### src/rtl/userid_lookup.sv
// rtl/userid_lookup.sv - user-ID ROM scan with grant session, failure counting and lockout
// Outputs are decoded from state so the async reset clears them immediately.
module userid_lookup #(
   parameter  int ID_W     = 16,
   parameter  int ADDR_W   = 4,
   parameter  int DEPTH    = 16,
   parameter  int ROM_LAT  = 2,
   parameter  int MAX_FAIL = 3,
   localparam int FC_W     = $clog2(MAX_FAIL + 1)
) (
   input  logic              clk,
   input  logic              reset,
   input  logic              valid,
   input  logic [ID_W-1:0]   userid_entered,
   input  logic [ID_W-1:0]   rom_userid,
   input  logic              logout,
   input  logic              unlock,
   output logic [ADDR_W-1:0] address,
   output logic [ADDR_W-1:0] internalid,
   output logic              access_rom,
   output logic              busy,
   output logic              not_found,
   output logic              locked,
   output logic [FC_W-1:0]   fail_count
);

   localparam int WC_W = (ROM_LAT < 2) ? 1 : $clog2(ROM_LAT + 1);
   localparam logic [ADDR_W-1:0] LAST = ADDR_W'(DEPTH - 1);
   localparam logic [WC_W-1:0]   LAT  = WC_W'(ROM_LAT);
   localparam logic [WC_W-1:0]   ONE  = WC_W'(1);
   localparam logic [FC_W-1:0]   FMAX = FC_W'(MAX_FAIL);

   typedef enum logic [2:0] {
      S_IDLE  = 3'd0,
      S_WAIT  = 3'd1,
      S_CMP   = 3'd2,
      S_DENY  = 3'd3,
      S_GRANT = 3'd4,
      S_LOCK  = 3'd5
   } state_t;

   state_t            state;
   state_t            state_nxt;
   logic [ID_W-1:0]   key;
   logic [WC_W-1:0]   wait_cnt;
   logic              match;
   logic [FC_W-1:0]   fc_inc;

   assign match  = (key == rom_userid);
   assign fc_inc = (fail_count == FMAX) ? fail_count : fail_count + 1'b1;

   always_ff @(posedge clk or negedge reset) begin
      if (!reset) state <= S_IDLE;
      else        state <= state_nxt;
   end

   always_comb begin
      state_nxt = state;
      case (state)
         S_IDLE:  if (valid) state_nxt = S_WAIT;
         S_WAIT:  if (wait_cnt <= ONE) state_nxt = S_CMP;
         S_CMP: begin
            if (match)                 state_nxt = S_GRANT;
            else if (address == LAST)  state_nxt = S_DENY;
            else                       state_nxt = S_WAIT;
         end
         S_DENY:  state_nxt = (fc_inc == FMAX) ? S_LOCK : S_IDLE;
         S_GRANT: if (logout) state_nxt = S_IDLE;
         S_LOCK:  if (unlock) state_nxt = S_IDLE;
         default: state_nxt = S_IDLE;
      endcase
   end

   always_comb begin
      busy       = 1'b0;
      not_found  = 1'b0;
      access_rom = 1'b0;
      locked     = 1'b0;
      case (state)
         S_WAIT, S_CMP: busy       = 1'b1;
         S_DENY:        not_found  = 1'b1;
         S_GRANT:       access_rom = 1'b1;
         S_LOCK:        locked     = 1'b1;
         default: ;
      endcase
   end

   // Address is parked at 0 whenever the block returns to IDLE so the ROM is pre-read for the next scan.
   always_ff @(posedge clk or negedge reset) begin
      if (!reset) begin
         key        <= '0;
         wait_cnt   <= '0;
         address    <= '0;
         internalid <= '0;
         fail_count <= '0;
      end else begin
         case (state)
            S_IDLE: begin
               address    <= '0;
               internalid <= '0;
               if (valid) begin
                  key      <= userid_entered;
                  wait_cnt <= LAT;
               end
            end
            S_WAIT: wait_cnt <= wait_cnt - 1'b1;
            S_CMP: begin
               if (match) begin
                  internalid <= address;
                  fail_count <= '0;
               end else if (address != LAST) begin
                  address  <= address + 1'b1;
                  wait_cnt <= LAT;
               end
            end
            S_DENY: begin
               fail_count <= fc_inc;
               address    <= '0;
            end
            S_GRANT: begin
               if (logout) begin
                  internalid <= '0;
                  address    <= '0;
               end
            end
            S_LOCK: if (unlock) fail_count <= '0;
            default: begin
               address    <= '0;
               internalid <= '0;
            end
         endcase
      end
   end

endmodule

### config.mk
export PLATFORM = sky130hd
export DESIGN_NAME = userid_lookup
export DESIGN_NICKNAME = d
export VERILOG_FILES = /design/src/rtl/userid_lookup.sv
export SDC_FILE = /design/constraint.sdc
export NUM_CORES = 1
export LEC_CHECK = 0
export BUFFER_PORTS_ARGS = -buffer_cell sky130_fd_sc_hd__buf_2
export CAP_MARGIN = 20
export CORE_MARGIN = 5
export CORE_UTILIZATION = 50
export DETAILED_ROUTE_END_ITERATION = 8
export GPL_TIMING_DRIVEN = 0
export PLACE_DENSITY = 0.78
export SLEW_MARGIN = 20
export SYNTH_ARGS = -nofsm -noshare
export SYNTH_HDL_FRONTEND = slang
export SYNTH_SLANG_ARGS = --single-unit
### constraint.sdc
create_clock -name clk -period 3.4 [get_ports clk]
set_input_delay 0.68 -clock clk [delete_from_list [all_inputs] [get_ports clk]]
set_output_delay 0.68 -clock clk [all_outputs]
set_load 0.02 [all_outputs]
==> metrics.yaml, run 1 <==
layout:
  seqCellArea_sq_um: 776
  num-nets-final: 241
  syn2layout_area_growth_pct: 22.6
  diodes: 0
  final_common_cell: "buf_2"
  n_fill_cell: 277
  drive_gt1_share_pct: 41.9
  final_cells: 247
  fin_util_pct: 65.3
  mostFrequentLayoutCells: "buf_2 (52), dfrtp_1 (31), mux2_2 (17), xor2_1 (16), nor2_1 (10)"
  multi_input_area_sq_um: 818
routing:
  wire_per_inst_um: 14.0
  drc_errors: 0
  vias: 1289
  wirelength_um: 3460
  drt_iter0_drc: 57
  drtPass1Iterations: 4
  vias_per_cell: 5.22
  drtAntennaViolNets: 0
setup_path:
  critical_path_arrival_ns: 1.67
  cp_slowest_cell: "or3_1"
  worstPathRequired_ns: 2.72
  path_cells: "buf_4, inv_2, or3_1, nand2_1, buf_2"
  startpoint_type: "register"
  cp_slowest_stage_delay_ns: 0.43
  path_max_fanout: 10
  worstSetupPathType: "register to output port"
  end_kind: "output port"
timing:
  skew_ns: 0.00360
  slew_violations: 0
  hold_viol: 0
  slew_headroom_pct: 54.5
  fin_hold_ws_ns: 0.390
  max_freq_mhz: 425
  finalSetupViolCount: 0
  worst_pin_slew_ns: 0.682
  period_needed_ns: 2.35
  min_period_over_period_pct: 69.2
  rsz0062_at_grt: "false"
  setup_tns_ns: 0
power:
  p_leak_nw: 1.01
  vdd_drop_max_mv: 0.432
  p_per_area_nw_per_um2: 753
clocking:
  path_clk_slew_ns: 0.09
  cts_buffers: 5
  cts.htree.levels: 2
  post-cts-setup-buffers: 0
  cts.sink_count: 31
  hold_buffers: 0
  insertion_delay_ns: 0.32
  clk_path_buf_depth: 2
  cts_resized: 0
  cts_tree: "done"
  cts_root_buffer: "clkbuf_4"
run_status:
  outcome: "completed"
logic_synthesis:
  syn_nets: 184
  synth_area_sq_um: 1650
  synth-warning-count: 0
  synth_area_per_cell_sq_um: 11.4
  syn_inst: 145
  ys_seq_area_share_pct: 46.9
  synth_cell_type_count: 42
  synth_area_leader_cell: "dfrtp_1"
  synth.area.top_cells: "dfrtp_1 (47%), mux2_2 (12%), xor2_1 (8.5%)"
  synth_top_area_share_pct: 46.9
  synth_seq_cells: 31
place:
  dp_hpwl_um: 2760
  post-place-cells: 239
  globalplace.congestion: 0.838
  portBuffers: 50
floorplan:
  die-area_sq_um: 4560
  initial_core_util_pct: 53.3
  row_count: 20
  coreArea_sq_um: 3100
  die_y_um: 67.5
  ios: 51
  die_w_um: 67.5
grt:
  first_global_vias: 1397
  track_usage_pct: 18.3
  grt_overflow: 0
  antenna_found_initial: 0
  grt_pass1_wl_um: 6200
  grt_max_degree: 32
flow_run:
  drv_cap: 0
min_path:
  hold_class: "primary input to async pin"
==> through the flow <==
| stage | worst slack (ns) | total power, mW | instance area, sq um |
|---|---|---|---|
| after global placement | 1.10 | 1.25 | 1960 |
| after floorplan | 1.52 | 1.12 | 1650 |
| after detailed placement | 1.08 | 1.30 | 1960 |
| after global routing | 0.915 | 1.66 | 2030 |
| after CTS | 1.02 | 1.55 | 2030 |
| final | 1.05 | 1.53 | 2030 |
==> synthesized netlist by cell type <==
library cell	n
a211o_1	1
a211oi_1	1
a21o_1	1
a21oi_1	4
a22o_1	4
a22oi_1	4
a311o_1	1
a32o_1	1
and2_1	2
and2b_1	1
and3_1	2
buf_2	2
buf_4	2
buf_6	2
dfrtp_1	31
ha_1	2
inv_1	2
inv_2	1
mux2_2	17
mux2i_1	3
nand2_1	5
nand2b_1	2
nand3_1	2
nand4_1	1
nor2_1	10
nor2_4	1
nor2b_1	1
nor3_1	2
nor3b_1	1
nor4_1	4
nor4b_4	1
o21a_1	1
o21ai_0	6
o21bai_1	1
o221ai_1	1
o32a_1	1
or2_2	1
or2_4	1
or2b_1	1
or3_1	1
or3b_1	1
xor2_1	16
==> logic make-up after synthesis <==
kind of cell	synth area share (%)
simple gates	14.5
flops	46.9
compound gates	11.7
mux	13.4
xor+xnor	8.48
buf+inv	3.56
fa+ha+maj	1.51
==> per-layer routing <==
layer / global-route usage, % / vias up / part of all wire (%)
li1: - / 640 / -
met1: 20.7 / 603 / 40
met2: 31.8 / 44 / 52
met3: 5.82 / 2 / 8.0
met4: 6.84 / 0 / 0.67
met5: 0 / - / 0
==> registers in the layout, summed over array words and instances (netlist names) <==
name / flops
wait_cnt: 2
internalid: 4
fail_count: 2
state: 3
address: 4
key: 16
==> worst max-delay path, delay by kind of cell (launching register included) <==
kind | cells | cell delay (ns)
DFF | 1 | 0.35
buffers and inverters | 3 | 0.46
and+or+nand+nor | 2 | 0.55
==> worst paths after layout <==
check | startpoint | end | slack, ns | depth (start not counted)
setup / recovery | state[0] | busy | 1.05 | 5
hold / removal | reset | key[1] | 0.39 | 1
setup reg to reg | key[8] | internalid[0] | 1.48 | 6
hold reg to reg | internalid[2] | internalid[2] | 0.49 | 1
max in group asynchronous | reset | internalid[1] | 2.57 | 1
min in group clk | internalid[2] | internalid[2] | 0.49 | 1
==> where the power goes <==
group | leakage [nW] | switching (mW) | internal (mW) | total, mW
clock | 0.0386 | 0.120 | 0.122 | 0.242
combinational | 0.584 | 0.338 | 0.335 | 0.673
sequential | 0.387 | 0.102 | 0.510 | 0.612
total | 1.01 | 0.560 | 0.967 | 1.53
==> cell type report <==
type | instances | area share, %
tap | 44 | 2.72
clock buffer | 8 | 3.40
multi-input combinational | 105 | 40.4
timing repair buffer | 50 | 12.3
inverter | 3 | 0.556
sequential | 31 | 38.3
buffer | 6 | 2.35
Note: power is estimated with default switching activity, not from simulation.
==> run 2, diff against run 1 <==
--- a/config.mk
+++ b/config.mk
@@ -5,13 +5,14 @@
 export SDC_FILE = /design/constraint.sdc
 export NUM_CORES = 1
 export LEC_CHECK = 0
+export ABC_AREA = 1
 export BUFFER_PORTS_ARGS = -buffer_cell sky130_fd_sc_hd__buf_2
 export CAP_MARGIN = 20
 export CORE_MARGIN = 5
 export CORE_UTILIZATION = 50
 export DETAILED_ROUTE_END_ITERATION = 8
 export GPL_TIMING_DRIVEN = 0
-export PLACE_DENSITY = 0.78
+export PLACE_DENSITY = 0.77
 export SLEW_MARGIN = 20
 export SYNTH_ARGS = -nofsm -noshare
 export SYNTH_HDL_FRONTEND = slang
==> constraint.sdc (replaced) <==
create_clock -name clk -period 2.2 [get_ports clk]
set_input_delay 0.44 -clock clk [delete_from_list [all_inputs] [get_ports clk]]
set_output_delay 0.44 -clock clk [all_outputs]
set_load 0.02 [all_outputs]
==> run 2 against run 1 <==
Clock skew is 0.0052 ns higher. Worst hold slack got worse by 0.25 ns. Clock-buffer cell count decreased by 1. Final area is 6.9% higher. Utilization decreased by 1.9 points. Critical path type unchanged. Largest power group unchanged.
==> metrics.yaml, run 2 <==
setup_path:
  r2r_cells: 7
  cp_slowest_cell: "dfrtp_1"
  startpoint_type: "register"
  path_cells: "nor2_2, inv_1, nor2_2, inv_1, nand2_1, buf_2"
  cp.buffers_inverters: 3
  timing.rr.end: "address[0]"
  cp_slowest_stage_delay_ns: 0.46
  worstSetupPathType: "register to output port"
  end_kind: "output port"
  r2r_slack_ns: 0.76
  r2r_start: "address[0]"
  worstPathRequired_ns: 1.76
  path_max_fanout: 6
  critical_path_arrival_ns: 1.43
  critPathTopFamily: "flip-flops"
power:
  power_frac_comb_pct: 47.1
  clkPwrFrac_pct: 13.3
  p_per_area_nw_per_um2: 1070
  p_leak_nw: 1.33
  seqPwrFrac_pct: 39.6
  swShare_pct: 43.1
  p_switching_mw: 0.999
  p_int_mw: 1.32
  vdd_drop_max_mv: 0.561
grt:
  grt_overflow: 0
  grt_max_degree: 32
  antenna_found_initial: 0
  track_usage_pct: 17.0
  grt_pass1_wl_um: 6690
  first_global_vias: 1524
floorplan:
  ios: 51
  die-area_sq_um: 4920
  die_w_um: 70.2
  row_count: 21
  coreArea_sq_um: 3420
  die_y_um: 70.2
  initial_core_util_pct: 53.0
logic_synthesis:
  synth_seq_cells: 31
  ys.flop_type: "dfrtp_1"
  ys_seq_area_share_pct: 42.9
  synth-warning-count: 0
  synth_most_common_cell: "nand2_1"
  synth_top_area_share_pct: 42.9
  synth_edf_count: 0
  synth.area.top_cells: "dfrtp_1 (43%), nand2_1 (18%), inv_1 (8.1%)"
  yosys-top-cells-count: "nand2_1 (85), inv_1 (39), nor2_1 (34)"
  synth_area_per_cell_sq_um: 7.18
  syn_nets: 291
  synth_area_sq_um: 1810
  synth_area_leader_cell: "dfrtp_1"
  synth_cell_type_count: 29
  syn_inst: 252
  postSynth.asyncResetShare_pct: 100
routing:
  wirelength_um: 3780
  vias_per_cell: 4.67
  drt_iter0_drc: 54
  vias: 1662
  wire_per_inst_um: 10.6
  drtPass1Iterations: 4
  drc_errors: 0
  drtAntennaViolNets: 0
layout:
  reg_top3: "key (16), address (4), internalid (4)"
  diodes: 0
  multi_input_area_sq_um: 853
  top_register: "key"
  largest_reg_flops: 16
  n_fill_cell: 336
  final_common_cell: "nand2_1"
  seqCellArea_sq_um: 776
  syn2layout_area_growth_pct: 19.8
  fin_util_pct: 63.4
  num-nets-final: 348
  drive_gt1_share_pct: 26.5
  mostFrequentLayoutCells: "nand2_1 (85), buf_2 (51), inv_1 (39), nor2_1 (34), dfrtp_1 (31)"
  stdcell_area_sq_um: 2170
timing:
  hold_viol: 0
  fin_hold_ws_ns: 0.142
  period_needed_ns: 1.87
  setup_tns_ns: 0
  rsz0062_at_grt: "false"
  finalSetupViolCount: 0
  min_period_over_period_pct: 84.9
  slew_headroom_pct: 54.9
  max_freq_mhz: 535
  skew_ns: 0.00877
  setup_slack_ns: 0.331
  slew_violations: 0
  worst_pin_slew_ns: 0.676
clocking:
  cts_resized: 0
  clk_path_buf_depth: 2
  insertion_delay_ns: 0.33
  hold_buffers: 0
  cts.htree.levels: 2
  cts_buffers: 5
  cts.sink_count: 31
  post-cts-setup-buffers: 0
  cts_root_buffer: "clkbuf_4"
  cts_tree: "done"
  path_clk_slew_ns: 0.10
min_path:
  hold_class: "primary input to async pin"
flow_run:
  drv_cap: 0
run_status:
  outcome: "completed"
place:
  globalplace.congestion: 0.828
  pre_cts_slack_ns: 0.641
  portBuffers: 50
  dp_hpwl_um: 2950
  place_area_sq_um: 2120
run 2: changes by cell type after synthesis, moves of 5 or more:
cell	before	now
nand4_1	1	6
nor2_1	10	34
inv_1	2	39
nand2_1	5	85
a21oi_1	4	13
xor2_1	16	1
mux2_2	17	5
run 2: worst reg2reg max path, delay by kind of cell (launching register included):
family | cells | cell delay, ns
DFF | 1 | 0.45
adders and majority gates | 1 | 0.25
and+or+nand+nor | 6 | 0.65
run 2: cells by family after synthesis:
group / synth area share (%)
and+or+nand+nor: 36.3
buffers and inverters: 9.96
muxes: 3.11
xor gates and xnor gates: 0.484
AOI/OAI and AO/OA: 5.88
DFF: 42.9
adders and majority gates: 1.38
run 2: layout make-up:
class / instances / share of cell area [%]
buffer: 2 / 0.577
clock buffer: 7 / 2.08
clock inverter: 1 / 0.231
inverter: 44 / 7.74
multi-input combinational: 175 / 39.4
sequential: 31 / 35.8
tap: 46 / 2.66
timing repair buffer: 50 / 11.5
run 2: power by group through the flow:
stage | registers [mW] | clock network (mW) | logic (mW)
6_report | 0.920 | 0.308 | 1.09
5_1_grt | 0.949 | 0.354 | 1.26
2_1_floorplan | 0.939 | 0 | 0.819
3_3_place_gp | 0.924 | 0 | 1.07
3_5_place_dp | 0.931 | 0 | 1.10
4_1_cts | 0.920 | 0.321 | 1.11
run 2: metal layers:
metal	track usage, %	up-vias	wire (um)
met4	7.02	0	31
li1	-	883	-
met5	0	-	0
met2	26.7	35	1850
met3	4.45	4	236
met1	22.4	740	1660
run 2: worst max path at each step:
stage,start,to,slack (ns),cells past startpoint
floorplan,state[1],busy,0.84,5
global placement,rom_userid[13],internalid[1],0.66,11
detailed placement,rom_userid[13],internalid[3],0.64,11
CTS,state[1],busy,0.32,6
global route,state[1],busy,0.22,6
finish,state[1],busy,0.33,6
run 2: metrics by stage:
stage               total power [mW]  instances
global placement                2.00        348
global route                    2.56        356
detailed placement              2.04        348
CTS                             2.35        356
finish                          2.32        356
floorplan                       1.76        252
